===== src/rtl/instr_sequencer_pkg.sv =====
// Shared types and constants for the lab CPU fetch/decode/execute sequencer.
// Holds the state encoding, instruction field positions and the retire-counter helper.
package cpu_seq_pkg;

    localparam int unsigned PC_W_DEF = 8;
    localparam int unsigned INSTR_W  = 9;
    localparam int unsigned OFFS_MSB = 4;
    localparam int unsigned OFFS_LSB = 0;
    localparam int unsigned OFFS_W   = OFFS_MSB - OFFS_LSB + 1;
    localparam int unsigned RETIRE_W = 16;
    localparam int unsigned TMO_W    = 8;

    typedef enum logic [2:0] {
        S_IDLE,
        S_FETCH,
        S_DECODE,
        S_EXEC,
        S_MEM,
        S_WB,
        S_HALT
    } seq_state_t;

    // Retired-instruction count sticks at all-ones instead of wrapping.
    function automatic logic [RETIRE_W-1:0] retire_inc(input logic [RETIRE_W-1:0] v);
        return (v == '1) ? v : v + RETIRE_W'(1);
    endfunction

endpackage


===== src/rtl/instr_sequencer_if.sv =====
// Bus bundle between the sequencer and imem/dmem/control unit/datapath.
// master = sequencer side, slave = environment side.
interface instr_sequencer_if
    import cpu_seq_pkg::*;
#(
    parameter int unsigned PC_W = PC_W_DEF
);

    logic                start;
    logic [INSTR_W-1:0]  instr_in;
    logic                imem_ready;
    logic                dmem_ready;
    logic                mem_read;
    logic                mem_write;
    logic                branch;
    logic                branch_taken;
    logic                jmp_ctrl;
    logic [PC_W-1:0]     jmp_target;
    logic                done_ctrl;
    logic                reg_write;

    logic [PC_W-1:0]     pc;
    logic                imem_req;
    logic                ir_load;
    logic                decode_en;
    logic                dmem_req;
    logic                dmem_we;
    logic                reg_we;
    logic                busy;
    logic                halted;
    logic                fault;
    logic [RETIRE_W-1:0] instr_count;

    modport master (
        input  start, instr_in, imem_ready, dmem_ready,
        input  mem_read, mem_write, branch, branch_taken,
        input  jmp_ctrl, jmp_target, done_ctrl, reg_write,
        output pc, imem_req, ir_load, decode_en, dmem_req, dmem_we,
        output reg_we, busy, halted, fault, instr_count
    );

    modport slave (
        output start, instr_in, imem_ready, dmem_ready,
        output mem_read, mem_write, branch, branch_taken,
        output jmp_ctrl, jmp_target, done_ctrl, reg_write,
        input  pc, imem_req, ir_load, decode_en, dmem_req, dmem_we,
        input  reg_we, busy, halted, fault, instr_count
    );

endinterface


===== src/rtl/instr_sequencer_mem_timeout.sv =====
// Wait-cycle counter for a memory handshake: cleared before the wait starts, counts
// enabled cycles, and flags expiry in the LIMIT-th enabled cycle.
module mem_timeout_counter #(
    parameter int unsigned LIMIT = 15,
    parameter int unsigned CNT_W = 8
) (
    input  logic i_clk,
    input  logic i_rst_n,
    input  logic i_clear,
    input  logic i_enable,
    output logic o_expired
);

    logic [CNT_W-1:0] r_cnt;

    always_ff @(posedge i_clk or negedge i_rst_n) begin
        if (!i_rst_n) begin
            r_cnt <= '0;
        end else if (i_clear) begin
            r_cnt <= '0;
        end else if (i_enable && (r_cnt != '1)) begin
            r_cnt <= r_cnt + CNT_W'(1);
        end
    end

    // r_cnt holds the number of enabled cycles already elapsed, so the current one is r_cnt+1.
    assign o_expired = i_enable && (r_cnt >= CNT_W'(LIMIT - 1));

endmodule


===== src/rtl/instr_sequencer.sv =====
// Multi-cycle fetch/decode/execute sequencer: owns the PC, drives imem/dmem handshakes
// and turns decoded control strobes into one-cycle register-file / data-memory enables.
module instr_sequencer
    import cpu_seq_pkg::*;
#(
    parameter int unsigned     PC_W        = PC_W_DEF,
    parameter logic [PC_W-1:0] RESET_PC    = '0,
    parameter int unsigned     MEM_TIMEOUT = 15
) (
    input  logic               clock,
    input  logic               reset_n,
    instr_sequencer_if.master  bus
);

    seq_state_t          r_state;
    logic [PC_W-1:0]     r_pc;
    logic [RETIRE_W-1:0] r_count;
    logic                r_fault;
    logic [OFFS_W-1:0]   r_offs;

    logic                w_mem_clear;
    logic                w_mem_en;
    logic                w_expired;
    logic [PC_W-1:0]     w_offs_sext;
    logic [PC_W-1:0]     w_next_pc;

    assign w_mem_clear = (r_state == S_EXEC);
    assign w_mem_en    = (r_state == S_MEM);

    mem_timeout_counter #(
        .LIMIT (MEM_TIMEOUT),
        .CNT_W (TMO_W)
    ) u_mem_tmo (
        .i_clk     (clock),
        .i_rst_n   (reset_n),
        .i_clear   (w_mem_clear),
        .i_enable  (w_mem_en),
        .o_expired (w_expired)
    );

    // Branch offset is captured at ir_load so imem may move on after the fetch.
    assign w_offs_sext = {{(PC_W - OFFS_W){r_offs[OFFS_W-1]}}, r_offs};

    always_comb begin
        w_next_pc = r_pc + PC_W'(1);
        if (bus.jmp_ctrl) begin
            w_next_pc = bus.jmp_target;
        end else if (bus.branch && bus.branch_taken) begin
            w_next_pc = r_pc + w_offs_sext;
        end
    end

    always_ff @(posedge clock or negedge reset_n) begin
        if (!reset_n) begin
            r_state <= S_IDLE;
            r_pc    <= RESET_PC;
            r_count <= '0;
            r_fault <= 1'b0;
            r_offs  <= '0;
        end else begin
            case (r_state)
                S_IDLE, S_HALT: begin
                    if (bus.start) begin
                        r_state <= S_FETCH;
                        r_pc    <= RESET_PC;
                        r_count <= '0;
                        r_fault <= 1'b0;
                    end
                end
                S_FETCH: begin
                    if (bus.imem_ready) begin
                        r_offs  <= bus.instr_in[OFFS_MSB:OFFS_LSB];
                        r_state <= S_DECODE;
                    end
                end
                S_DECODE: begin
                    r_state <= S_EXEC;
                end
                S_EXEC: begin
                    if (bus.done_ctrl) begin
                        r_state <= S_HALT;
                    end else if (bus.mem_read || bus.mem_write) begin
                        r_state <= S_MEM;
                    end else begin
                        r_state <= S_WB;
                    end
                end
                S_MEM: begin
                    // A ready arriving in the expiry cycle still completes the access.
                    if (bus.dmem_ready) begin
                        r_state <= S_WB;
                    end else if (w_expired) begin
                        r_state <= S_HALT;
                        r_fault <= 1'b1;
                    end
                end
                S_WB: begin
                    r_pc    <= w_next_pc;
                    r_count <= retire_inc(r_count);
                    r_state <= S_FETCH;
                end
                default: begin
                    r_state <= S_IDLE;
                end
            endcase
        end
    end

    assign bus.pc          = r_pc;
    assign bus.imem_req    = (r_state == S_FETCH);
    assign bus.ir_load     = (r_state == S_FETCH) && bus.imem_ready;
    assign bus.decode_en   = (r_state == S_DECODE);
    assign bus.dmem_req    = (r_state == S_MEM);
    assign bus.dmem_we     = (r_state == S_MEM) && bus.mem_write;
    assign bus.reg_we      = (r_state == S_WB) && bus.reg_write;
    assign bus.busy        = (r_state == S_FETCH) || (r_state == S_DECODE) ||
                             (r_state == S_EXEC)  || (r_state == S_MEM)    ||
                             (r_state == S_WB);
    assign bus.halted      = (r_state == S_HALT);
    assign bus.fault       = r_fault;
    assign bus.instr_count = r_count;

endmodule


===== src/flat_wrapper.sv =====
// flat-port wrapper written by rule: the top's interface ports become plain ports
module instr_sequencer_flat import cpu_seq_pkg::*;
#(
    parameter int unsigned     PC_W        = PC_W_DEF,
    parameter logic [PC_W-1:0] RESET_PC    = '0,
    parameter int unsigned     MEM_TIMEOUT = 15
)
  (clock, reset_n, bus_start, bus_instr_in, bus_imem_ready, bus_dmem_ready, bus_mem_read, bus_mem_write, bus_branch, bus_branch_taken, bus_jmp_ctrl, bus_jmp_target, bus_done_ctrl, bus_reg_write, bus_pc, bus_imem_req, bus_ir_load, bus_decode_en, bus_dmem_req, bus_dmem_we, bus_reg_we, bus_busy, bus_halted, bus_fault, bus_instr_count);
  instr_sequencer_if #(.PC_W(PC_W)) bus_i ();
  input  logic clock;
  input  logic reset_n;
  input wire logic [$bits(bus_i.start)-1:0] bus_start;
  input wire logic [$bits(bus_i.instr_in)-1:0] bus_instr_in;
  input wire logic [$bits(bus_i.imem_ready)-1:0] bus_imem_ready;
  input wire logic [$bits(bus_i.dmem_ready)-1:0] bus_dmem_ready;
  input wire logic [$bits(bus_i.mem_read)-1:0] bus_mem_read;
  input wire logic [$bits(bus_i.mem_write)-1:0] bus_mem_write;
  input wire logic [$bits(bus_i.branch)-1:0] bus_branch;
  input wire logic [$bits(bus_i.branch_taken)-1:0] bus_branch_taken;
  input wire logic [$bits(bus_i.jmp_ctrl)-1:0] bus_jmp_ctrl;
  input wire logic [$bits(bus_i.jmp_target)-1:0] bus_jmp_target;
  input wire logic [$bits(bus_i.done_ctrl)-1:0] bus_done_ctrl;
  input wire logic [$bits(bus_i.reg_write)-1:0] bus_reg_write;
  output wire logic [$bits(bus_i.pc)-1:0] bus_pc;
  output wire logic [$bits(bus_i.imem_req)-1:0] bus_imem_req;
  output wire logic [$bits(bus_i.ir_load)-1:0] bus_ir_load;
  output wire logic [$bits(bus_i.decode_en)-1:0] bus_decode_en;
  output wire logic [$bits(bus_i.dmem_req)-1:0] bus_dmem_req;
  output wire logic [$bits(bus_i.dmem_we)-1:0] bus_dmem_we;
  output wire logic [$bits(bus_i.reg_we)-1:0] bus_reg_we;
  output wire logic [$bits(bus_i.busy)-1:0] bus_busy;
  output wire logic [$bits(bus_i.halted)-1:0] bus_halted;
  output wire logic [$bits(bus_i.fault)-1:0] bus_fault;
  output wire logic [$bits(bus_i.instr_count)-1:0] bus_instr_count;
  assign bus_i.start = bus_start;
  assign bus_i.instr_in = bus_instr_in;
  assign bus_i.imem_ready = bus_imem_ready;
  assign bus_i.dmem_ready = bus_dmem_ready;
  assign bus_i.mem_read = bus_mem_read;
  assign bus_i.mem_write = bus_mem_write;
  assign bus_i.branch = bus_branch;
  assign bus_i.branch_taken = bus_branch_taken;
  assign bus_i.jmp_ctrl = bus_jmp_ctrl;
  assign bus_i.jmp_target = bus_jmp_target;
  assign bus_i.done_ctrl = bus_done_ctrl;
  assign bus_i.reg_write = bus_reg_write;
  assign bus_pc = bus_i.pc;
  assign bus_imem_req = bus_i.imem_req;
  assign bus_ir_load = bus_i.ir_load;
  assign bus_decode_en = bus_i.decode_en;
  assign bus_dmem_req = bus_i.dmem_req;
  assign bus_dmem_we = bus_i.dmem_we;
  assign bus_reg_we = bus_i.reg_we;
  assign bus_busy = bus_i.busy;
  assign bus_halted = bus_i.halted;
  assign bus_fault = bus_i.fault;
  assign bus_instr_count = bus_i.instr_count;
  instr_sequencer #(.PC_W(PC_W), .RESET_PC(RESET_PC), .MEM_TIMEOUT(MEM_TIMEOUT)) u_core (.clock(clock), .reset_n(reset_n), .bus(bus_i));
endmodule

===== config.mk =====
export PLATFORM = sky130hd
export DESIGN_NAME = instr_sequencer_flat
export DESIGN_NICKNAME = d
export VERILOG_FILES = /design/src/rtl/instr_sequencer_pkg.sv /design/src/rtl/instr_sequencer_if.sv /design/src/rtl/instr_sequencer_mem_timeout.sv /design/src/rtl/instr_sequencer.sv /design/src/flat_wrapper.sv
export SDC_FILE = /design/constraint.sdc
export NUM_CORES = 1
export LEC_CHECK = 0
export BUFFER_PORTS_ARGS = -buffer_cell sky130_fd_sc_hd__buf_2
export CORE_ASPECT_RATIO = 0.8
export CORE_UTILIZATION = 54
export CTS_BUF_LIST = sky130_fd_sc_hd__clkbuf_16
export DETAILED_ROUTE_END_ITERATION = 10
export PLACE_DENSITY = 0.81
export REMOVE_ABC_BUFFERS = 1
export SYNTH_ARGS = -nofsm -noshare
export SYNTH_HDL_FRONTEND = slang
export SYNTH_HIERARCHICAL = 1
export SYNTH_SLANG_ARGS = --single-unit

===== constraint.sdc =====
create_clock -name clock -period 2.8 [get_ports clock]
set_input_delay 0.7 -clock clock [delete_from_list [all_inputs] [get_ports clock]]
set_output_delay 0.7 -clock clock [all_outputs]
set_load 0.02 [all_outputs]

==> flow_metrics.env, run 1 <==
export IMPL_status="finished, final reports clean"
export IMPL_postCtsHoldBufs=0
export IMPL_fmax_mhz=413.0
export IMPL_synth_common_cells="41 x dfrtp_1, 20 x nand2_1, 19 x nor2_1, 19 x o21ai_0, 16 x a21oi_1"
export IMPL_use_met1_pct=34.52
export IMPL_drv_slew=0
export IMPL_grt_use_met3_pct=4.286
export IMPL_postRouteAntennaNets=0
export IMPL_viasPerCell=6.012
export IMPL_worstPathRequired_ps=3020
export IMPL_cts_tree="yes"
export IMPL_ff_latch_area_sq_um=1026
export IMPL_cts_buffers=5
export IMPL_synth_top_area_share_pct=39.59
export IMPL_wl_per_cell_um=14.44
export IMPL_syn_inst=283
export IMPL_dieArea_sq_um=5082
export IMPL_clkSlewWorstSetupHoldPaths_ps=60
export IMPL_worst_setup_path_type="in2reg"
export IMPL_area_growth_pct=18.83
export IMPL_hold_violations=0
export IMPL_fin_tns_setup_ps=0
export IMPL_grtUsageTotal_pct=25.02
export IMPL_clkSinkCount=41
export IMPL_fin_skew_ps=7.039
export IMPL_yosysWarnings=6
export IMPL_final_nets=378
export IMPL_p_per_area_nw_per_um2=753.2
export IMPL_yosys_cell_count_top_type="dfrtp_1"
export IMPL_num_vias=2411
export IMPL_synthTopCellsByArea="dfrtp_1 40%, o21ai_0 3.7%, ha_1 3.4%, a21oi_1 3.1%, nand2_1 2.9%"
export IMPL_drive_above_1_share_pct=25.51
export IMPL_coreArea_sq_um=4597
export IMPL_clockBufferDepth=2
export IMPL_min_period_ps=2421
export IMPL_synth_distinct_cells=59
export IMPL_syn_area_per_cell_sq_um=9.156
export IMPL_leakagePower_uw=0.001493
export IMPL_hpwl_um=4051
export IMPL_ys_ff_latch=41
export IMPL_synth_edf_count=0
export IMPL_rsz0062_at_grt="no"
export IMPL_utilization_pct=66.98
export IMPL_setup_violations=0
export IMPL_crit_fanout=5
export IMPL_first_pass_iters=4
export IMPL_boundaryPins=62
export IMPL_grt_pass1_wl_um=9991
export IMPL_wirelength_um=5789
export IMPL_num_antenna_cells=0
export IMPL_hold_path_class="reg2reg"
export IMPL_post_route_period_util_pct=86.48
export IMPL_initial_core_util_pct=56.37
export IMPL_overflow=0
export IMPL_multi_input_area_sq_um=1451
export IMPL_synth_top_area_cell="dfrtp_1"
export IMPL_tightest_slew_ps=914.4
export IMPL_fillers=371
export IMPL_row_count=22
export IMPL_ys_flop_type="dfrtp_1"
export IMPL_slew_headroom_pct=39.04
export IMPL_end_kind="register"
export IMPL_cap_violations=0
export IMPL_die_w_um=79.45
export IMPL_drcViolationCount=0
export IMPL_critPathArrivalTime_ps=2640
export IMPL_seq_area_frac_synth_pct=39.59
export IMPL_drtIter0Drc=120
export IMPL_async_reset_ff_share_pct=100.0
export IMPL_htree_levels=2
export IMPL_grt_max_degree=42
export IMPL_grt_busiest_layer="met2"
export IMPL_portBuffers=57
export IMPL_grt_pass1_vias=2186
export IMPL_die_y_um=63.96
export IMPL_gp_congestion=0.8366
export IMPL_startpoint_type="input pin"
export IMPL_netlist_area_sq_um=2591
export IMPL_antenna_found_initial=0
export IMPL_cts_setup_buffers=0
export IMPL_clock_latency_ps=280
export IMPL_ctsResizeCount=0
export IMPL_cts_root_buf="clkbuf_16"
export IMPL_ir_worst_vdd_mv=0.5744
export IMPL_grt_use_met2_pct=39.42
[metrics by stage]
stage / hold slack [ps] / area, sq um / total power, uW / setup slack [ps] / std cells
final: 507.0 / 3079 / 2319 / 378.6 / 401
after global routing: 544.6 / 3079 / 2483 / 316.0 / 401
after CTS: 505.4 / 3079 / 2329 / 386.6 / 401
after detailed placement: 492.7 / 2943 / 1774 / 96.92 / 394
after global placement: 487.2 / 2943 / 1744 / 127.3 / 394
after floorplan: 404.4 / 2522 / 1449 / 193.8 / 269
[sequential cells by signal, indices dropped and copies added (netlist names)]
signal	count
u_core/bus.instr_count	16
u_core/bus.pc	8
u_core/u_mem_tmo/r_cnt	8
u_core/r_offs	5
u_core/r_state	3
u_core/bus.fault	1
[where the power goes]
group | internal, uW | total [uW] | switching (uW)
Combinational | 386 | 951 | 565
Clock | 322 | 540 | 218
Sequential | 716 | 829 | 113
Total | 1420 | 2320 | 896
[placed cells by master, fill, tap and decap left out, drive strengths merged, types with 3 or more instances in the layout]
cell	count
mux2	7
and2	3
ha	7
o21bai	3
o21ai	19
and4	4
mux2i	5
o22ai	4
dfrtp	41
clkbuf	5
a31oi	9
xor2	4
o211ai	3
nand2	20
buf	65
nor2b	6
a32oi	3
inv	12
nand4	8
and3	7
or4b	4
nand3b	3
nor3b	5
or3	5
nor2	19
a21oi	16
nor3	11
nand3	10
[cell families after synthesis]
logic type      count (synthesis)  synth area share, %
mux                            12                5.118
xor+xnor                        6                2.028
simple gates                  114                24.92
fa+ha+maj                       8                4.152
compound gates                 76                19.80
flops                          41                39.59
buf+inv                        26                4.394
[critical path: stages]
cell and delay, ps:
buf_2 120, and3_1 170, ha_1 320, nor2b_1 160, o21a_1 220, or4b_2 640
a31oi_1 180, a221o_1 130
[path summary, 6_finish.rpt]
path	startpoint	end	slack (ps)	cells past startpoint
min	u_core/r_offs[3]	u_core/r_offs[3]	510	1
max in group asynchronous	reset_n	u_core/u_mem_tmo/r_cnt[6]	1680	1
min in group asynchronous	reset_n	u_core/bus.pc[6]	550	1
max reg2reg	u_core/r_offs[2]	u_core/bus.pc[4]	520	7
min reg2reg	u_core/r_offs[3]	u_core/r_offs[3]	510	1
max	bus_branch	u_core/bus.pc[4]	380	8
[area by class of cell]
| type | count | share of cell area, % |
|---|---|---|
| multi-input combinational | 216 | 47.14 |
| sequential | 41 | 33.32 |
| timing repair buffer | 65 | 11.21 |
| clock buffer | 5 | 4.063 |
| tap | 60 | 2.438 |
| inverter | 12 | 1.463 |
| clock inverter | 2 | 0.3657 |
[metal layers]
layer,vias up,wire [um]
li1,1183,-
met1,1132,2713
met2,87,2655
met3,9,343
met4,0,76
met5,-,0
Power figures use the tool's default switching activity.
==> run 2: changes to the inputs <==
--- a/config.mk
+++ b/config.mk
@@ -5,12 +5,13 @@
 export SDC_FILE = /design/constraint.sdc
 export NUM_CORES = 1
 export LEC_CHECK = 0
+export ABC_AREA = 1
 export BUFFER_PORTS_ARGS = -buffer_cell sky130_fd_sc_hd__buf_2
 export CORE_ASPECT_RATIO = 0.8
-export CORE_UTILIZATION = 54
+export CORE_UTILIZATION = 55
 export CTS_BUF_LIST = sky130_fd_sc_hd__clkbuf_16
 export DETAILED_ROUTE_END_ITERATION = 10
-export PLACE_DENSITY = 0.81
+export PLACE_DENSITY = 0.82
 export REMOVE_ABC_BUFFERS = 1
 export SYNTH_ARGS = -nofsm -noshare
 export SYNTH_HDL_FRONTEND = slang
==> flow_metrics.env, run 2 <==
export IMPL_drcViolationCount=0
export IMPL_grt_max_degree=42
export IMPL_startpoint_type="register"
export IMPL_p_int_uw=1432
export IMPL_drive_above_1_share_pct=21.52
export IMPL_final_common_cell="nand2_1"
export IMPL_setup_violations=0
export IMPL_viasPerCell=5.514
export IMPL_htree_levels=2
export IMPL_critPathArrivalTime_ps=1750
export IMPL_fmax_mhz=407.4
export IMPL_num_antenna_cells=0
export IMPL_ir_worst_vdd_mv=0.6121
export IMPL_postCtsHoldBufs=0
export IMPL_p_comb_share_pct=45.0
export IMPL_hold_violations=0
export IMPL_hpwl_um=4936
export IMPL_clockBufferDepth=2
export IMPL_mostFrequentLayoutCells="90 x nand2_1, 57 x buf_2, 51 x inv_1"
export IMPL_area_growth_pct=17.88
export IMPL_async_reset_ff_share_pct=100.0
export IMPL_cp_buffers_inverters=3
export IMPL_postRouteAntennaNets=0
export IMPL_ff_latch_area_sq_um=1026
export IMPL_fin_skew_ps=3.820
export IMPL_slew_headroom_pct=39.28
export IMPL_min_period_ps=2455
export IMPL_gp_congestion=0.8708
export IMPL_seq_area_frac_synth_pct=37.21
export IMPL_cts_setup_buffers=0
export IMPL_cts_tree="yes"
export IMPL_die_w_um=81.17
export IMPL_portBuffers=57
export IMPL_post_route_period_util_pct=87.67
export IMPL_grt_pass1_vias=2452
export IMPL_leakagePower_uw=0.001683
export IMPL_placed_cells=498
export IMPL_crit_fanout=9
export IMPL_rsz0062_at_grt="no"
export IMPL_grt_use_met3_pct=4.028
export IMPL_ys_flop_type="dfrtp_1"
export IMPL_tightest_slew_ps=910.9
export IMPL_use_met1_pct=39.75
export IMPL_wirelength_um=6687
export IMPL_grt_pass1_wl_um=11070
export IMPL_layout_cells_non_filler=506
export IMPL_synth_top_area_share_pct=37.21
export IMPL_overflow=0
export IMPL_antenna_found_initial=0
export IMPL_worst_setup_path_type="reg2out"
export IMPL_grt_busiest_layer="met2"
export IMPL_first_pass_iters=5
export IMPL_boundaryPins=62
export IMPL_status="finished, final reports clean"
export IMPL_cts_buffers=5
export IMPL_fillers=392
export IMPL_cpPeakStageDelay_ps=450
export IMPL_clkSlewWorstSetupHoldPaths_ps=60
export IMPL_yosysWarnings=6
export IMPL_reg2reg_slack_ps=900
export IMPL_final_nets=482
export IMPL_largest_reg_flops=16
export IMPL_clkSinkCount=41
export IMPL_grtUsageTotal_pct=27.21
export IMPL_initial_core_util_pct=58.59
export IMPL_netlist_area_sq_um=2758
export IMPL_row_count=22
export IMPL_end_kind="output port"
export IMPL_p_sw_uw=1179
export IMPL_synth_common_cells="90 x nand2_1, 51 x inv_1, 47 x nor2_1"
export IMPL_num_vias=2790
export IMPL_path_delay_family="simple AND/OR/NAND/NOR gates"
export IMPL_hold_path_class="reg2reg"
export IMPL_syn_area_per_cell_sq_um=7.200
export IMPL_worstPathRequired_ps=2100
export IMPL_grt_use_met2_pct=41.91
export IMPL_syn_inst=383
export IMPL_dieArea_sq_um=5303
export IMPL_fin_tns_setup_ps=0
export IMPL_synth_top_area_cell="dfrtp_1"
export IMPL_clock_power_share_pct=21.8
export IMPL_crit_chain="inv_1 -> nor3_1 -> inv_1 -> nor2_2 -> buf_2"
export IMPL_cpMaxStageDelayCell="dfrtp_1"
export IMPL_multi_input_area_sq_um=1490
export IMPL_coreArea_sq_um=4707
export IMPL_yosys_cell_count_top_type="nand2_1"
export IMPL_power_frac_seq_pct=33.1
export IMPL_cap_violations=0
export IMPL_drtIter0Drc=210
export IMPL_synthTopCellsByArea="dfrtp_1 37%, nand2_1 12%, inv_1 6.9%, nor2_1 6.4%, nand3_1 6.0%"
export IMPL_ctsResizeCount=0
export IMPL_die_y_um=65.34
export IMPL_switching_share_pct=45.15
export IMPL_synth_distinct_cells=41
export IMPL_cpMostUsedCell="inv_1"
export IMPL_drv_slew=0
export IMPL_p_per_area_nw_per_um2=803.3
export IMPL_clock_latency_ps=280
export IMPL_wl_per_cell_um=13.22
export IMPL_cts_root_buf="clkbuf_16"
export IMPL_synth_edf_count=0
export IMPL_ys_ff_latch=41
## run 2: changes by cell type after synthesis, moves of 7 or more
cell	change
nand3_1	+23
clkbuf_1	-9
inv_1	+39
and3_1	-7
nand2_1	+70
nand2_2	+8
a31oi_1	-7
xor2_1	+7
nor2_1	+28
a21oi_1	-8
o21ai_0	+7
## run 2: final timing paths
path	from	endpoint	cells after the start
min reg2reg	u_core/r_offs[0]	u_core/r_offs[0]	2
max reg2reg	u_core/r_offs[0]	u_core/bus.pc[6]	10
max in group asynchronous	reset_n	u_core/bus.instr_count[12]	1
min in group asynchronous	reset_n	u_core/u_mem_tmo/r_cnt[1]	1
min	u_core/r_offs[0]	u_core/r_offs[0]	2
max	u_core/r_state[0]	bus_ir_load	5
## run 2: through the flow
step / setup WS (ps) / hold slack [ps] / utilization [%] / power, uW / cell area (sq um)
2_1_floorplan: 571.9 / 404.4 / - / 1687 / 2733
5_1_grt: 156.2 / 511.1 / 69.06 / 2797 / 3251
3_5_place_dp: 274.3 / 463.7 / 66.03 / 2031 / 3108
3_3_place_gp: 310.1 / 457.3 / 66.03 / 1993 / 3108
6_report: 345.3 / 471.2 / 69.06 / 2611 / 3251
4_1_cts: 335.4 / 478.2 / 69.06 / 2607 / 3251
## run 2: cells by family (layout without fill, tap and decap cells)
logic type	after synthesis	count (layout)	synth area share, %
AOI/OAI and AO/OA	54	54	12.43
adders and majority gates	8	8	3.902
DFF	41	41	37.20
xor gates and xnor gates	12	12	3.811
and+or+nand+nor	208	208	33.89
buffers and inverters	60	123	8.756
## run 2: area by class of cell
cell class | instances | area share [%]
Clock buffer | 5 | 3.849
Clock inverter | 3 | 0.5389
Inverter | 56 | 6.659
Multi-Input combinational cell | 282 | 45.84
Sequential cell | 41 | 31.56
Tap cell | 60 | 2.309
Timing Repair Buffer | 59 | 9.238
## run 2: power groups by stage
stage | sequential (uW) | clock (uW) | combinational, uW
2_1_floorplan | 919 | 0 | 768
3_3_place_gp | 868 | 0 | 1130
3_5_place_dp | 871 | 0 | 1160
4_1_cts | 863 | 575 | 1170
5_1_grt | 887 | 605 | 1300
6_report | 865 | 570 | 1180
## run 2: routing by layer
layer  share of wire, %  wire length, um  vias up
met5                  0                0        -
met1                 48             3212     1280
li1                   -                -     1373
met4                1.2               80        0
met3                7.4              492       11
met2                 43             2902      126
## run 2: worst reg2reg max path, delay by kind of cell (launching register included)
kind	cells	cell delay (ps)
buffers and inverters	1	60
AND/OR/NAND/NOR	6	570
flip-flops	1	340
adder cells (fa/ha/maj)	2	540
AO/OA/AOI/OAI	1	310
